File: src/rtl/disp_pkg.sv
// Shared constants and state encoding for the display VRAM fill master.
// Every burst is sixteen 8-byte beats (128 bytes) into the 0x2000_0000 VRAM window.
package disp_pkg;

    localparam logic [2:0] SIZE_8B      = 3'b011;
    localparam logic [1:0] BURST_INCR   = 2'b01;
    localparam logic [3:0] CACHE_DEF    = 4'b0011;
    localparam int         BURST_BEATS  = 16;
    localparam int         BURST_BYTES  = 128;
    localparam logic [2:0] VRAM_BASE_HI = 3'b001;
    localparam logic [7:0] AWLEN_FIXED  = 8'(BURST_BEATS - 1);

    typedef enum logic [1:0] {
        IDLE = 2'd0,
        AW   = 2'd1,
        W    = 2'd2,
        B    = 2'd3
    } state_t;

endpackage

File: src/rtl/disp_vram_filler.sv
// AXI4 write master that fills a contiguous VRAM region with one solid colour,
// one burst at a time (AW, then 16 W beats, then B).
module disp_vram_filler
    import disp_pkg::*;
#(
    parameter int C_M_AXI_THREAD_ID_WIDTH = 1,
    parameter int C_M_AXI_ADDR_WIDTH      = 32,
    parameter int C_M_AXI_DATA_WIDTH      = 64
) (
    input  logic                                 ACLK,
    input  logic                                 ARESETN,

    input  logic                                 START,
    input  logic [28:0]                          BASEADDR,
    input  logic [15:0]                          NBURST,
    input  logic [23:0]                          COLOR,
    output logic                                 BUSY,
    output logic                                 DONE,
    output logic                                 ERR,
    output logic [1:0]                           DBG_STATE,

    output logic [C_M_AXI_THREAD_ID_WIDTH-1:0]   M_AXI_AWID,
    output logic [C_M_AXI_ADDR_WIDTH-1:0]        M_AXI_AWADDR,
    output logic [7:0]                           M_AXI_AWLEN,
    output logic [2:0]                           M_AXI_AWSIZE,
    output logic [1:0]                           M_AXI_AWBURST,
    output logic                                 M_AXI_AWLOCK,
    output logic [3:0]                           M_AXI_AWCACHE,
    output logic [2:0]                           M_AXI_AWPROT,
    output logic [3:0]                           M_AXI_AWQOS,
    output logic                                 M_AXI_AWUSER,
    output logic                                 M_AXI_AWVALID,
    input  logic                                 M_AXI_AWREADY,

    output logic [C_M_AXI_DATA_WIDTH-1:0]        M_AXI_WDATA,
    output logic [C_M_AXI_DATA_WIDTH/8-1:0]      M_AXI_WSTRB,
    output logic                                 M_AXI_WLAST,
    output logic                                 M_AXI_WUSER,
    output logic                                 M_AXI_WVALID,
    input  logic                                 M_AXI_WREADY,

    input  logic [1:0]                           M_AXI_BRESP,
    input  logic                                 M_AXI_BVALID,
    output logic                                 M_AXI_BREADY
);

    state_t      state_q, state_d;
    logic [28:0] addr_q;
    logic [15:0] rem_q;
    logic [23:0] color_q;
    logic [3:0]  beat_q;
    logic        done_q;
    logic        err_q;
    logic        accept;
    logic        last_beat;
    logic        unused_baseaddr;

    // Low address bits are discarded by the 128-byte alignment.
    assign unused_baseaddr = ^BASEADDR[6:0];

    assign accept    = (state_q == IDLE) && START && (NBURST != 16'd0);
    assign last_beat = (beat_q == 4'(BURST_BEATS - 1));

    // Handshakes: a transfer happens on a rising ACLK edge where VALID and
    // READY are both high; VALID is raised purely from state, never waits on
    // READY, and VALID plus its payload stay frozen until that edge.
    always_comb begin
        state_d       = state_q;
        M_AXI_AWVALID = 1'b0;
        M_AXI_WVALID  = 1'b0;
        M_AXI_WLAST   = 1'b0;
        M_AXI_BREADY  = 1'b0;
        BUSY          = (state_q != IDLE);
        DONE          = done_q;
        ERR           = err_q;
        DBG_STATE     = state_q;
        case (state_q)
            IDLE: begin
                if (accept) state_d = AW;
            end
            AW: begin
                M_AXI_AWVALID = 1'b1;
                if (M_AXI_AWREADY) state_d = W;
            end
            W: begin
                M_AXI_WVALID = 1'b1;
                M_AXI_WLAST  = last_beat;
                if (M_AXI_WREADY && last_beat) state_d = B;
            end
            B: begin
                M_AXI_BREADY = 1'b1;
                if (M_AXI_BVALID) state_d = (rem_q == 16'd1) ? IDLE : AW;
            end
            default: state_d = IDLE;
        endcase
    end

    always_ff @(posedge ACLK) begin
        if (!ARESETN) begin
            state_q <= IDLE;
            addr_q  <= '0;
            rem_q   <= '0;
            color_q <= '0;
            beat_q  <= '0;
            done_q  <= 1'b0;
            err_q   <= 1'b0;
        end else begin
            state_q <= state_d;
            done_q  <= 1'b0;
            case (state_q)
                IDLE: begin
                    // A zero-length request completes immediately without traffic.
                    if (START && (NBURST == 16'd0)) done_q <= 1'b1;
                    if (accept) begin
                        addr_q  <= {BASEADDR[28:7], 7'b0};
                        rem_q   <= NBURST;
                        color_q <= COLOR;
                        beat_q  <= '0;
                        err_q   <= 1'b0;
                    end
                end
                W: begin
                    if (M_AXI_WREADY) beat_q <= beat_q + 4'd1;
                end
                B: begin
                    if (M_AXI_BVALID) begin
                        if (M_AXI_BRESP != 2'b00) err_q <= 1'b1;
                        rem_q  <= rem_q - 16'd1;
                        // 29-bit wrap keeps the region inside the VRAM window.
                        addr_q <= addr_q + 29'(BURST_BYTES);
                        if (rem_q == 16'd1) done_q <= 1'b1;
                    end
                end
                default: ;
            endcase
        end
    end

    assign M_AXI_AWID    = '0;
    assign M_AXI_AWADDR  = C_M_AXI_ADDR_WIDTH'({VRAM_BASE_HI, addr_q});
    assign M_AXI_AWLEN   = AWLEN_FIXED;
    assign M_AXI_AWSIZE  = SIZE_8B;
    assign M_AXI_AWBURST = BURST_INCR;
    assign M_AXI_AWLOCK  = 1'b0;
    assign M_AXI_AWCACHE = CACHE_DEF;
    assign M_AXI_AWPROT  = 3'b000;
    assign M_AXI_AWQOS   = 4'b0000;
    assign M_AXI_AWUSER  = 1'b0;
    // Two 24-bit pixels per 64-bit beat, each padded to 32 bits.
    assign M_AXI_WDATA   = C_M_AXI_DATA_WIDTH'({8'h00, color_q, 8'h00, color_q});
    assign M_AXI_WSTRB   = '1;
    assign M_AXI_WUSER   = 1'b0;

endmodule

File: config.mk
export PLATFORM = sky130hd
export DESIGN_NAME = disp_vram_filler
export DESIGN_NICKNAME = d
export VERILOG_FILES = /design/src/rtl/disp_pkg.sv /design/src/rtl/disp_vram_filler.sv
export SDC_FILE = /design/constraint.sdc
export NUM_CORES = 1
export LEC_CHECK = 0
export ABC_AREA = 1
export CORE_ASPECT_RATIO = 1.2
export CORE_MARGIN = 5
export CORE_UTILIZATION = 55
export CTS_CLUSTER_SIZE = 12
export DETAILED_ROUTE_END_ITERATION = 7
export DONT_BUFFER_PORTS = 1
export PLACE_DENSITY = 0.71
export REMOVE_ABC_BUFFERS = 1
export SYNTH_ARGS = -nofsm -noshare
export SYNTH_HDL_FRONTEND = slang
export SYNTH_SLANG_ARGS = --single-unit
File: constraint.sdc
create_clock -name ACLK -period 1.7 [get_ports ACLK]
set_input_delay 0.17 -clock ACLK [delete_from_list [all_inputs] [get_ports ACLK]]
set_output_delay 0.17 -clock ACLK [all_outputs]
set_load 0.005 [all_outputs]
# == Yosys cells after proc, flatten, opt, wreduce, memory -nomap -nowiden ==
# Cells that the tools add are included.
# totals
register_bits,77
latch_bits,0
mem_bits_rw,0
mem_bits_ro,0
inputBits,77
output_inout_bits,141
elab_cells,64
mem_count,0
# op_classes
add_sub_neg,3
mul,0
div,0
magnitude_cmp,0
eq_ne,11
n_shift,0
n_mux,27
n_bitwise,0
n_reduce_logical,16
# ops
cell,n
29-bit two-way mux,2
29-bit case mux with 2 select lines,1
16-bit two-way mux,2
16-bit case mux with 2 select lines,1
"29-bit by 8-bit adder with 29-bit output, second input constant",1
"16-bit by 1-bit == test with 1-bit output, second input constant",1
16-bit logical NOT,1
16-bit nonzero test,1
"16-bit by 1-bit subtractor with 16-bit output, second input constant",1
"2-bit inequality test, second input constant",6
1-bit two-way mux,11
2-bit two-way mux,4
4-bit two-way mux,2
2-bit case mux with 4 select lines,1
4-bit case mux with 2 select lines,1
4-bit AND reduction,2
2-bit nonzero test,4
3-bit AND reduction,2
"4-bit by 1-bit adder with 4-bit output, second input constant",1
"2-bit == test, second input constant",2
"4-bit == test, second input constant",1
1-bit logical AND,4
1-bit case mux with 2 select lines,2
"2-bit by 1-bit == test with 1-bit output, second input constant",1
other kinds (2),2

# == Logic depth before layout (Yosys ltp) ==
# logic_depth
ltp_word,5
depth_mapped,13
ltp_nobuf,12

# == Worst setup path after synthesis ==
# OpenSTA, ideal clock, no wires.
# synth_timing
path_kind,register to register
startpoint,"reg state_q[0], in the netlist DBG_STATE[0]"
endpoint,reg beat_q[0]
t_arrival_ps,1509
required_ps,1583
path_slack_ps,73
stages_incl_launch_ff,9
path_buffers,0
period_less_slack_ps,1627
path_cell_list,dfxtp_1 -> inv_1 -> ha_1 -> inv_1 -> nor2_1 -> a21oi_1 -> nand2_1 -> o21ai_0 -> nor2_1
# synth_between
elab_chain_len,5
word_cells_on_any_way,9
cone_classes,3 x eq/ne; 1 x mux; 5 x reduce/logical
# synth_rtl
element,line_no,rtl
from (decl),disp_vram_filler.sv:47,"state_t state_q, state_d;"
from (signal assigned),disp_vram_filler.sv:108,state_q <= state_d;
2-bit logical NOT,"disp_vram_filler.sv:61, disp_vram_filler.sv:110",
1-bit logical AND (2 in a row),disp_vram_filler.sv:61,assign accept = (state_q == IDLE) && START && (NBURST != 16'd0);
2-bit inequality test (no source line),n/a,
3-bit AND reduction (no source line),n/a,
to (signal assigned),disp_vram_filler.sv:123,if (M_AXI_WREADY) beat_q <= beat_q + 4'd1;
to (decl),disp_vram_filler.sv:51,logic [3:0] beat_q;
# Parallel ways exist; a longest one is shown, timed or not.
# A chain may end at the register's enable or synchronous reset.

# == Final worst setup path ==
# layout_timing
startpoint,reg rem_q[0]
endpoint,reg rem_q[12]
# layout_between
elab_chain_len,3
# layout_rtl
element,line_no,rtl
from (decl),disp_vram_filler.sv:49,logic [15:0] rem_q;
from (signal assigned),disp_vram_filler.sv:128,rem_q <= rem_q - 16'd1;
16-bit by 1-bit subtractor with 16-bit output,disp_vram_filler.sv:128,
16-bit two-way mux,disp_vram_filler.sv:126,if (M_AXI_BVALID) begin
16-bit case mux with 2 select lines,disp_vram_filler.sv:110,case (state_q)
# No other way between the ends. The select of a mux whose other input is x is not followed.

==> out/results.ini <==
[outcome]
outcome=finished, final reports clean

[logic_synthesis]
syn_area_mm2=0.00478
proportion_of_register_bits_with_asynchronous_set_or_reset_after_synthesis_pct=0
synth_cell_types=33
synth_edf_count=0
ys_warn_count=0
synth_cells=762
post-synth-top-area-fraction_pct=29.3
synth-seq-area-share_pct=29.3
synthDominantAreaCellType=dfxtp_1
synth.top_cells.by_area=dfxtp_1 29%, nand2_1 14%, buf_4 14%
synth_flop_cell=dfxtp_1
synth.ff_latch_count=70
postSynthAreaPerCell_um2=6.27

[global_routing]
grt_max_degree=46
grt_usage_pct=22.6
grt_pass1_vias=4259
grt_util_met3_pct=6.70
initial_antenna_violation_count=0
first_pass_grt_wire_length_um=19600
grtUsageMet1_pct=24.6
grt_remaining_overflow=0
globalRoute.busiestLayer=met2
globalRouteMet2Util_pct=40.8

[cells_and_area]
n_antenna_cell=0
layout_cells_sized_above_1_pct=10.8
syn2layout_area_growth_pct=8.86
layout.nets=863
fillers=825
final_common_cell=nand2_1
layout_common_cells=180 x nand2_1, 155 x nor2_1, 67 x dfxtp_1, 62 x conb_1, 52 x o21ai_0

[place]
hpwlAfterDp_um=8840
gp_congestion=0.910
dp_worst_setup_slack_ns=-0.0168
port_buffers=0

[clock_tree]
tritoncts=yes
cts.clk_slew.worst_paths_ns=0.08
cts_setup_buffers=0
cts_max_level=3
clk-insertion-delay-late_ns=0.35
clk_root_buffer_cell=clkbuf_8
tritoncts_num_sinks=70
cts_buffers=9
clk_path_buf_depth=2

[setup_path]
startpoint_type=flop
critical_path.slowest_cell=dfxtp_1
ff2ff_setup_slack_ns=0.12
critPathMaxStageDelay_ns=0.33
regToRegStartpoint=rem_q[0]
critical_path_required_ns=1.95
critical_path_at_ns=1.83
regToRegEndpoint=rem_q[12]
r2r_cells=11
critical_path.max_fanout=4
path_cells=inv_1, ha_2, nand2_2, nor2_4, nand2_1, inv_1, nand2_1, nand2_1, nand3_1, o21ai_1, nor2_1
worst_path_most_repeated_cell=nand2_1
worst_setup_path_end_kind=flop
startpoint_to_endpoint_class_of_the_critical_path=reg2reg

[hold_path]
hold_start=COLOR[21]
holdPathStages=2
path_type_of_the_worst_min_delay_path=in2reg
hold-path-endpoint=color_q[21]

[timing]
maxSlewViolCount=0
final-hold-violation-count=0
postLayoutSetupSlackWorst_ns=0.118
rsz0062_at_grt=yes
setup_viol=0
clock.fmax_ghz=0.632
final.period_utilization_pct=93.0
timing.final.crit_period_ns=1.58
skew_ns=0.00759

[pwr]
totalPowerFinal_w=0.00754
ir_worst_vdd_mv=1.18
leakage_nw=2.36
power_per_cell_area_mw_per_mm2=1450

[die]
die_area_mm2=0.0107
die_x_um=95.1
std_cell_rows=37
std_cell_core_area_mm2=0.00852
die-height_um=112
boundaryPins=218
initial_core_util_pct=56.1

[routing]
antenna_violating_nets_post_route=0
vias_per_cell=5.05
route.detailed.drc=0
route.final.wire_length_um=12300
vias=4532
wire_length_per_cell_um=13.7
detailedRoute.firstPassIterationCount=4
drt_iter0_drc=209

[flow_run]
max-cap-violations=0

[final cells by class]
cell class | instances | area, um^2 | share of cell area (%)
Inverter | 45 | 169 | 3.25
Multi-Input combinational cell | 594 | 2680 | 51.6
Clock inverter | 6 | 111 | 2.14
Clock buffer | 9 | 124 | 2.38
Tap cell | 117 | 146 | 2.82
Timing Repair Buffer | 57 | 562 | 10.8
Sequential cell | 70 | 1410 | 27.0
[cells by family after synthesis]
family                     Yosys count  synth area share (%)
DFF                                 70                  29.3
xor gates and xnor gates             8                  1.47
and+or+nand+nor                    414                  35.8
other                                2                 0.157
adders and majority gates            9                  2.36
AOI/OAI and AO/OA                  101                  10.9
buffers and inverters              158                  20.0
[metrics by stage]
stage	util, %	area (um^2)	setup TNS [ns]	hold slack (ns)	cells
after CTS	60.3	5140	0	0.000239	898
after floorplan	-	4210	-52.79	0.291	709
final	61.0	5200	0	0.00109	898
after global routing	61.0	5200	-0.0656	0.0217	898
after detailed placement	55.0	4690	-0.107	0.307	863
after global placement	55.0	4690	0	0.312	863
[routing by layer]
layer  part of all wire, %  vias up
met2                    52      182
met1                    38     2050
li1                      -     2280
met5                     0        -
met3                   9.2       20
met4                   1.5        0
[timing repair]
action                                  in CTS  in global routing
endpoints found under the setup margin      24                 56
pin swaps                                    0                  0
hold buffers                                20                  0
resized for setup                            1                 27
endpoints found under the hold margin       45                  0
[where the power goes]
| group | internal (W) | switching (W) | total [W] | leakage (nW) |
|---|---|---|---|---|
| Sequential | 0.00206 | 0.000446 | 0.00250 | 0.578 |
| Clock | 0.000966 | 0.000659 | 0.00163 | 0.115 |
| Combinational | 0.00138 | 0.00203 | 0.00341 | 1.66 |
[worst max-delay path, delay by kind of cell (launching register included)]
family                     cells  cell delay (ns)
buffers and inverters          2             0.19
adders and majority gates      1             0.22
and+or+nand+nor                7             0.62
AOI/OAI and AO/OA              1             0.13
DFF                            1             0.33
[Yosys cell counts, types with 2 or more instances]
library cell  instances
or2_2                 6
nand2_4               3
a21o_1                2
and2_1                4
nand3_1              45
nor2_4                2
nand2_1             183
a21oi_1              31
buf_2                 8
xnor2_1               2
nand3b_1              3
o21ai_1               6
ha_1                  9
nor3_1                4
buf_6                 2
buf_4                90
clkbuf_1             12
dfxtp_1              70
o21ai_0              57
nor2_1              157
conb_1                2
nor2_2                4
inv_1                44
o21bai_1              2
xor2_1                6
[worst max path at each step]
stage,start,end,slack (ns),depth (start not counted)
after floorplan,DBG_STATE[0],addr_q[14],-1.44,8
after CTS,DBG_STATE[0],color_q[11],0.04,10
after detailed placement,DBG_STATE[0],color_q[11],-0.02,10
after global placement,DBG_STATE[0],color_q[3],0.03,10
after global routing,rem_q[0],rem_q[12],-0.07,11
final,rem_q[0],rem_q[12],0.12,11
[registers in the layout (all words and copies together), names as in the netlist]
name / cells
DBG_STATE: 2
DONE: 1
ERR: 1
addr_q: 22
beat_q: 4
color_q: 24
rem_q: 16
Power figures use the tool's default switching activity.
